### config.mk
export PLATFORM = sky130hd
export DESIGN_NAME = ram_dma_16x1024
export DESIGN_NICKNAME = d
export VERILOG_FILES = /design/src/rtl/ram_dma_16x1024.sv
export SDC_FILE = /design/constraint.sdc
export NUM_CORES = 1
export LEC_CHECK = 0
export ABC_AREA = 0
export BUFFER_PORTS_ARGS = -buffer_cell sky130_fd_sc_hd__buf_2
export CAP_MARGIN = 20
export CORE_MARGIN = 1
export CORE_UTILIZATION = 45
export CTS_BUF_LIST = sky130_fd_sc_hd__clkbuf_4 sky130_fd_sc_hd__clkbuf_8
export DETAILED_ROUTE_END_ITERATION = 16
export GPL_TIMING_DRIVEN = 0
export HOLD_SLACK_MARGIN = 0.12
export PLACE_DENSITY = 0.69
export SYNTH_ARGS = -nofsm -noshare
export SYNTH_HDL_FRONTEND = slang
export SYNTH_SLANG_ARGS = --single-unit
### constraint.sdc
create_clock -name clk -period 3.1 [get_ports clk]
set_clock_uncertainty 0.2 [all_clocks]
set_input_delay 0.155 -clock clk [delete_from_list [all_inputs] [get_ports clk]]
set_output_delay 0.155 -clock clk [all_outputs]
set_load 0.05 [all_outputs]
### src/rtl/ram_dma_16x1024.sv
// Single-port RAM DMA engine: copies a block of words from src to dst,
// or fills a dst block with a constant pattern, one word per strobe.
//
// state | meaning
// IDLE  | waiting for start, strobes low
// RD    | read strobe on src+i
// WR    | write strobe on dst+i with the word read in RD
// FILL  | write strobe on dst+i with the latched fill pattern
// DONE  | one-cycle completion pulse
module ram_dma_16x1024 #(
  parameter int ADDR_W = 10,
  parameter int DATA_W = 16
) (
  input  logic              clk,
  input  logic              rst,
  input  logic              start,
  input  logic              abort,
  input  logic              mode,
  input  logic [ADDR_W-1:0] src_addr,
  input  logic [ADDR_W-1:0] dst_addr,
  input  logic [ADDR_W:0]   len,
  input  logic [DATA_W-1:0] fill_data,
  output logic              busy,
  output logic              done,
  output logic              ram_read_en,
  output logic              ram_write_en,
  output logic [ADDR_W-1:0] ram_addr,
  output logic [DATA_W-1:0] ram_din,
  input  logic [DATA_W-1:0] ram_dout
);

  typedef enum logic [2:0] {IDLE, RD, WR, FILL, DONE} state_t;

  state_t            state;
  logic [ADDR_W-1:0] src_q;
  logic [ADDR_W-1:0] dst_q;
  logic [ADDR_W:0]   len_q;
  logic [ADDR_W:0]   idx;
  logic [ADDR_W:0]   idx_nxt;
  logic              more;
  logic [DATA_W-1:0] din_q;

  // idx is one bit wider than the address so a 1024-word transfer can
  // terminate; the address sums simply drop the carry to wrap.
  assign idx_nxt = idx + 1'b1;
  assign more    = (idx_nxt < len_q);

  // The RAM's registered read data only arrives during WR, so the copy
  // path bypasses the output register while writing.
  assign ram_din = (state == WR) ? ram_dout : din_q;

  // Sequencer with registered strobes, address and status outputs.
  always_ff @(posedge clk) begin
    if (rst) begin
      state        <= IDLE;
      idx          <= '0;
      src_q        <= '0;
      dst_q        <= '0;
      len_q        <= '0;
      din_q        <= '0;
      busy         <= 1'b0;
      done         <= 1'b0;
      ram_read_en  <= 1'b0;
      ram_write_en <= 1'b0;
      ram_addr     <= '0;
    end else begin
      done <= 1'b0;
      case (state)
        IDLE: begin
          if (start) begin
            src_q <= src_addr;
            dst_q <= dst_addr;
            len_q <= len;
            idx   <= '0;
            if (len == '0) begin
              state <= DONE;
              done  <= 1'b1;
              din_q <= '0;
            end else if (mode) begin
              state        <= FILL;
              busy         <= 1'b1;
              ram_write_en <= 1'b1;
              ram_addr     <= dst_addr;
              din_q        <= fill_data;
            end else begin
              state       <= RD;
              busy        <= 1'b1;
              ram_read_en <= 1'b1;
              ram_addr    <= src_addr;
              din_q       <= '0;
            end
          end
        end
        RD: begin
          if (abort) begin
            state        <= IDLE;
            busy         <= 1'b0;
            ram_read_en  <= 1'b0;
            ram_write_en <= 1'b0;
            ram_addr     <= '0;
          end else begin
            state        <= WR;
            ram_read_en  <= 1'b0;
            ram_write_en <= 1'b1;
            ram_addr     <= dst_q + idx[ADDR_W-1:0];
          end
        end
        WR: begin
          idx <= idx_nxt;
          if (abort) begin
            state        <= IDLE;
            busy         <= 1'b0;
            ram_read_en  <= 1'b0;
            ram_write_en <= 1'b0;
            ram_addr     <= '0;
          end else if (more) begin
            state        <= RD;
            ram_read_en  <= 1'b1;
            ram_write_en <= 1'b0;
            ram_addr     <= src_q + idx_nxt[ADDR_W-1:0];
          end else begin
            state        <= DONE;
            done         <= 1'b1;
            busy         <= 1'b0;
            ram_write_en <= 1'b0;
            ram_addr     <= '0;
          end
        end
        FILL: begin
          idx <= idx_nxt;
          if (abort) begin
            state        <= IDLE;
            busy         <= 1'b0;
            ram_write_en <= 1'b0;
            ram_addr     <= '0;
            din_q        <= '0;
          end else if (more) begin
            ram_addr <= dst_q + idx_nxt[ADDR_W-1:0];
          end else begin
            state        <= DONE;
            done         <= 1'b1;
            busy         <= 1'b0;
            ram_write_en <= 1'b0;
            ram_addr     <= '0;
            din_q        <= '0;
          end
        end
        DONE: begin
          state <= IDLE;
        end
        default: begin
          state        <= IDLE;
          busy         <= 1'b0;
          ram_read_en  <= 1'b0;
          ram_write_en <= 1'b0;
          ram_addr     <= '0;
          din_q        <= '0;
        end
      endcase
    end
  end

endmodule

==> results of run 1 <==
[worst max-delay path: cells and delay by family (launching register included)]
family	cells	cell delay (ps)
buffers and inverters	3	400
AND/OR/NAND/NOR	5	890
flip-flops	1	370
adder cells (fa/ha/maj)	1	240
AO/OA/AOI/OAI	3	820
XOR/XNOR	1	150
[registers in the layout, summed over array words and instances (netlist names), 3 cells and up]
register	count
len_q	11
state	3
din_q	16
src_q	10
dst_q	10
ram_addr	10
idx	11
[report_power, final]
group	leakage (nW)	internal [mW]	switching (mW)
registers	0.618	1.04	0.0668
logic	2.37	0.412	0.697
clock network	0.0994	0.411	0.389
total	3.09	1.87	1.15
[cell type report]
type	instances	area (um^2)
Clock buffer	12	152.6
Clock inverter	4	50.05
Multi-Input combinational cell	491	3607
Timing Repair Buffer	171	1189
Inverter	18	67.56
Fill cell	908	4021
Sequential cell	75	1526
Tap cell	140	175.2
Buffer	32	193.9
[per-layer routing]
metal	GRT usage, %	routed length, um
met5	0	0
met2	45.52	7901
met3	5.021	972
met4	11.97	410
met1	35.63	7095
[worst min path at each step]
stage | startpoint | slack [ps] | end | depth (start not counted)
6_report | mode | 180 | ram_addr[0]$_SDFFE_PP0P_ | 4
4_1_cts | mode | 190 | ram_addr[0]$_SDFFE_PP0P_ | 4
5_1_grt | mode | 180 | ram_addr[0]$_SDFFE_PP0P_ | 4
2_1_floorplan | len[0] | 90 | len_q[0]$_SDFFE_PP0P_ | 2
3_3_place_gp | len[8] | 210 | len_q[8]$_SDFFE_PP0P_ | 3
3_5_place_dp | fill_data[8] | 210 | din_q[8]$_SDFFE_PP0P_ | 3
[cell usage after synthesis (3+ instances only)]
cell        n  share of area, %
a211oi_1    6              0.88
a21o_1      9               1.3
a21oi_1    70               6.8
a21oi_2    11               1.9
a221oi_1    8               1.4
a22oi_1     5              0.73
a31oi_1     7              0.85
and2b_1     3              0.44
and3_1      5              0.61
buf_2       8              0.78
buf_4       3              0.44
clkbuf_1   16               1.2
dfxtp_1    75                29
fa_1        3               1.2
ha_1       41                10
inv_1      18               1.3
mux2_2     18               4.0
mux2i_1    11               2.1
nand2_1   105               7.7
nand2_2     3              0.37
nand3_1    13               1.3
nand3_2    10               2.0
nand4_1     3              0.37
nor2_1     32               2.3
nor3_1     10              0.98
nor4_1      3              0.37
o21a_1     10               1.5
o21ai_0    20               2.0
o22ai_1     3              0.37
or3_1       4              0.49
xnor2_1    23               3.9
xor2_1     10               1.7
[through the flow]
step                      instance area, um^2  hold WS, ps  setup slack, ps
after global placement                   5787        206.2           -416.9
final                                    6962        177.3           -39.41
after detailed placement                 5787        211.8           -488.0
after floorplan                          5131        90.96            19.70
after CTS                                6823        194.1            2.117
after global routing                     6962        175.8           -197.7
[kinds of logic (layout without fill, tap and decap cells)]
| group | after synthesis | count (layout) |
|---|---|---|
| mux | 29 | 29 |
| fa+ha+maj | 44 | 44 |
| compound gates | 173 | 173 |
| simple gates | 210 | 210 |
| buf+inv | 50 | 237 |
| xor+xnor | 35 | 35 |
| flops | 75 | 75 |
[timing repair]
item | CTS | global route
pin swaps | 11 | 12
gates cloned | 0 | 1
gates resized for setup | 39 | 18
hold endpoints to repair | 56 | 0
buffers inserted | 17 | 6
setup endpoints to repair | 33 | 32
hold buffers | 51 | 0
==> metrics.yaml, run 1 <==
status: "complete, but fails checks"
violations: "setup timing"
synthSimpleGateAreaFrac_pct: 20.36
fin_crit_ps: 3139
synth-compound-area-share_pct: 22.19
synth_xor_area_share_pct: 6.273
gp_congestion: 0.9311
fin_cells: 943
leakagePower_nw: 3.087
yosysWarningCount: 0
ir_worst_vdd_mv: 0.3003
dp_cells: 852
synth.distinct_cells: 70
io_buffers: 96
die_area_um2: 11820
diodes: 0
reg2reg_depth: 13
synthesis.nets: 728
totalWireLength_um: 16380
die_w_um: 108.7
clk_pin_slew_ps: 80
grt_pass1_wl_um: 24830
cp-start-kind: "flip-flop"
clk_latency_ps: 380
worstReg2RegEnd: "ram_addr[6]$_SDFFE_PP0P_"
required_ps: 3190
max_slew_margin_pct: 45.53
hpwl_um: 11700
fin_ws_ps: -39.41
synth-edff-count: 0
firstDrtPassIters: 5
syn-cell-area_um2: 5126
clock_tree.buffer_depth: 2
endpoint: "ram_addr[6]$_SDFFE_PP0P_"
period_share_pct: 101.3
drive_above_1_share_pct: 30.26
grt_max_degree: 13
async_reset_ff_share_pct: 0
avgSynthCellArea_um2: 8.322
drc: 0
die_height_um: 108.7
max_freq_mhz: 318.5
setup_violations: 13
synthAdderAreaFrac_pct: 11.18
dominantRegCellSynth: "dfxtp_1"
crit_path_end_kind: "flip-flop"
crit_start: "idx[2]$_SDFFE_PP0P_"
power.density_nw_per_um2: 433.6
path_class: "reg -> reg"
max_stage_delay_ps: 390
crit_chain: "nand4_1 > buf_4 > nor3_4 > xnor2_2 > inv_2 > ha_4 > a2111o_1 > nor3_2 > o2bb2ai_2 > and3b_2 > buf_8 > nand2_4 > a311oi_2"
arrival_ps: 3230
finalSetupTns_ps: -277.7
ant_nets: 0
area_growth_syn_to_layout_pct: 35.81
layout.nets: 910
total_power_mw: 3.019
synth-seq-cells: 75
overflow: 0
mostFrequentLayoutCells: "nand2_1 (103), buf_2 (102), a21oi_1 (70), dfxtp_1 (67), dlygate4sd3_1 (51)"
grt_pass1_vias: 5013
layout_commonest_cell: "nand2_1"
vias: 5299
rows: 38
final_util_pct: 63.39
cts-htree-levels: 3
drtIter0Drc: 424
rsz0062_at_grt: "true"
min_path_type: "in -> reg"
slowest_stage: "a2111o_1"
grtUsageTotal_pct: 27.77
cts_tree: "yes"
final_max_slew_viol_count: 0
cts_sinks: 75
tightest_slew_ps: 814.9
core-area_um2: 10980
final-hold-violation-count: 0
netlist_instances: 616
rrSetupSlack_ps: -40
ioPinCount: 98
antenna_found_initial: 0
path_max_fanout: 5
wire_per_inst_um: 17.37
synth_seq_area_share_pct: 29.29
cts_buffers: 9
synth.area.mux_share_pct: 6.102
r2r-start: "idx[2]$_SDFFE_PP0P_"
initial_utilization_pct: 46.67
cts_root_buffer: "clkbuf_8"
drv_cap: 0
synth_top_family_by_area: "compound AO/OA/AOI/OAI gates"
vias_per_cell: 5.619
Power figures use the tool's default switching activity.
==> run 2: changes to the inputs <==
- PLACE_DENSITY: 0.69 -> 0.7
==> run 2 against run 1 <==
  * The run still ends with setup timing left
  * Combinational power barely moved
  * Non-clock buffer count fell by 3
  * Count of clock-buffer cells in the layout fell by 3
  * Cell count fell by 0.32%
  * Power rose by 2.5%
  * Critical path depth rose by 1
  * Die area did not move
  * Design area barely moved
  * Hold slack improved by 9.9 ps
  * Via count rose by 2.5%
  * Wire length rose by 4.7%
==> metrics.yaml, run 2 (synthesis gave the netlist of run 1 again) <==
max_slew_margin_pct: 41.33  # -4.2 points
power.switching_mw: 1.189  # +3.1%
fin_ws_ps: -115.6  # -76.23 ps
die_height_um: 108.7  # unchanged
firstDrtPassIters: 5  # unchanged
max_freq_mhz: 311.0  # -2.4%
rsz0062_at_grt: "true"
power.density_nw_per_um2: 444.3  # +2.5%
reg2reg_depth: 14  # +1
min_path_type: "in -> reg"
clk_pin_slew_ps: 80  # about the same
seqPwrFrac_pct: 35.8  # -0.9 points
grt_pass1_vias: 5243  # +4.6%
reg.largest.list: "din_q x16, idx x11, len_q x11"
fillers: 877  # -3.4%
path_class: "reg -> reg"
vias_per_cell: 5.779  # +2.8%
power.share.clock_pct: 27.9  # +1.4 points
totalWireLength_um: 17150  # +4.7%
status: "complete, but fails checks"
initial_utilization_pct: 46.67  # unchanged
p_sw_share_pct: 38.43  # +0.22 points
cts_root_buffer: "clkbuf_8"
ioPinCount: 98  # unchanged
arrival_ps: 3280  # +50 ps
final_max_slew_viol_count: 0  # unchanged
antenna_found_initial: 0  # unchanged
drive_above_1_share_pct: 31.00  # +0.74 points
required_ps: 3160  # -30 ps
grt_pass1_wl_um: 25850  # +4.1%
crit_chain: "nand4_1 > nor2_2 > nand2_2 > xnor2_2 > ha_1 > and3_4 > and2b_2 > nor3_2 > o2bb2ai_2 > and3b_2 > buf_6 > buf_8 > a221oi_2 > o21ai_1"
cts-htree-levels: 3  # unchanged
pre_cts_ws_ps: -479.5  # +8.527 ps
drv_cap: 0  # unchanged
drc: 0  # unchanged
violations: "setup timing"
clock_tree.buffer_depth: 2  # unchanged
area_growth_syn_to_layout_pct: 35.86  # about the same
seq_area_um2: 1528  # about the same
final_util_pct: 63.41  # about the same
mostFrequentLayoutCells: "nand2_1 (102), buf_2 (102), a21oi_1 (70), dfxtp_1 (66), dlygate4sd3_1 (51)"
largest_reg_flops: 16  # unchanged
hpwl_um: 12040  # +2.9%
rrSetupSlack_ps: -120  # -80 ps
max_stage_delay_ps: 360  # -30 ps
whs_ps: 187.2  # +9.931 ps
die_area_um2: 11820  # unchanged
ant_nets: 0  # unchanged
drtIter0Drc: 433  # +2.1%
setup_violations: 25  # +12
vias: 5432  # +2.5%
leakagePower_nw: 3.071  # -0.52%
core-area_um2: 10980  # unchanged
crit_path_end_kind: "flip-flop"
gp_congestion: 0.9645  # +3.6%
period_share_pct: 103.7  # +2.5 points
worstHoldPathCells: 4  # unchanged
final-hold-violation-count: 0  # unchanged
cts_buffers: 9  # unchanged
grtUsageTotal_pct: 29.09  # +1.3 points
wire_per_inst_um: 18.24  # +5.0%
cp-start-kind: "flip-flop"
fin_crit_ps: 3216  # +76.23 ps
intPower_mw: 1.905  # +2.1%
cts_sinks: 75  # unchanged
diodes: 0  # unchanged
io_buffers: 96  # unchanged
rows: 38  # unchanged
top_register: "din_q"
multiInputGateArea_um2: 3638  # +0.87%
layout.nets: 907  # -0.33%
combPwrFrac_pct: 36.3  # -0.5 points
total_power_mw: 3.094  # +2.5%
ir_worst_vdd_mv: 0.2286  # -24%
path_max_fanout: 6  # +1
die_w_um: 108.7  # unchanged
clk_latency_ps: 380  # about the same
cts_tree: "yes"
grt_max_degree: 14  # +1
tightest_slew_ps: 880.0  # +65.10 ps
overflow: 0  # unchanged
slowest_stage: "dfxtp_4"
==> run 2: changes by cell type in the layout (fill, tap and decap cells not counted), sizes merged <==
cell	change
clkinvlp	+1
buf	-1
clkinv	+1
clkbuf	-5
bufinv	+1
==> run 2: path summary, 6_finish.rpt <==
kind                                          startpoint                        to
worst min-delay path                                mode  ram_addr[0]$_SDFFE_PP0P_
worst max-delay path                 idx[5]$_SDFFE_PP0P_  ram_addr[4]$_SDFFE_PP0P_
worst max register to register       idx[5]$_SDFFE_PP0P_  ram_addr[4]$_SDFFE_PP0P_
worst min register to register  ram_addr[4]$_SDFFE_PP0P_  ram_addr[4]$_SDFFE_PP0P_
==> run 2: routing by layer <==
metal,vias up,track usage [%],share of wire (%)
met5,-,0,0
met4,0,15.25,3.9
met3,57,7.053,8.2
met2,264,47.02,48
met1,2551,35.73,40
li1,2560,-,-
==> run 2: area by class of cell <==
type | count | area share (%)
inverter | 18 | 0.9702
clock buffer | 9 | 1.779
timing repair buffer | 170 | 16.82
sequential | 75 | 21.94
multi-input combinational | 491 | 52.25
buffer | 30 | 2.407
clock inverter | 7 | 1.330
tap | 140 | 2.515
==> run 2: power groups by stage <==
stage	Clock (mW)	Combinational, mW	Sequential, mW
final	0.863	1.12	1.11
after CTS	0.868	1.07	1.11
after detailed placement	0	0.987	1.13
after global routing	0.923	1.20	1.12
after floorplan	0	0.632	1.20
after global placement	0	0.958	1.13
==> run 2: stage by stage <==
step | area [um^2] | TNS, ps | instances
3_5_place_dp | 5787 | -11340 | 852
5_1_grt | 6964 | -3354 | 940
3_3_place_gp | 5787 | -10040 | 852
4_1_cts | 6823 | -35.31 | 934
2_1_floorplan | 5131 | 0 | 616
6_report | 6964 | -910.9 | 940
==> run 2: timing repair <==
item	in CTS	in global routing
setup buffers	15	8
gates resized for setup	42	23
hold endpoints to repair	56	0
hold buffers	51	0
pin swaps	13	16
setup endpoints to repair	33	32
==> run 2: critical path: cells and delay by family (launching register included) <==
kind | cells | cell delay, ps
and+or+nand+nor | 7 | 1290
AOI/OAI and AO/OA | 3 | 510
DFF | 1 | 360
adders and majority gates | 1 | 300
buffers and inverters | 2 | 280
xor gates and xnor gates | 1 | 160
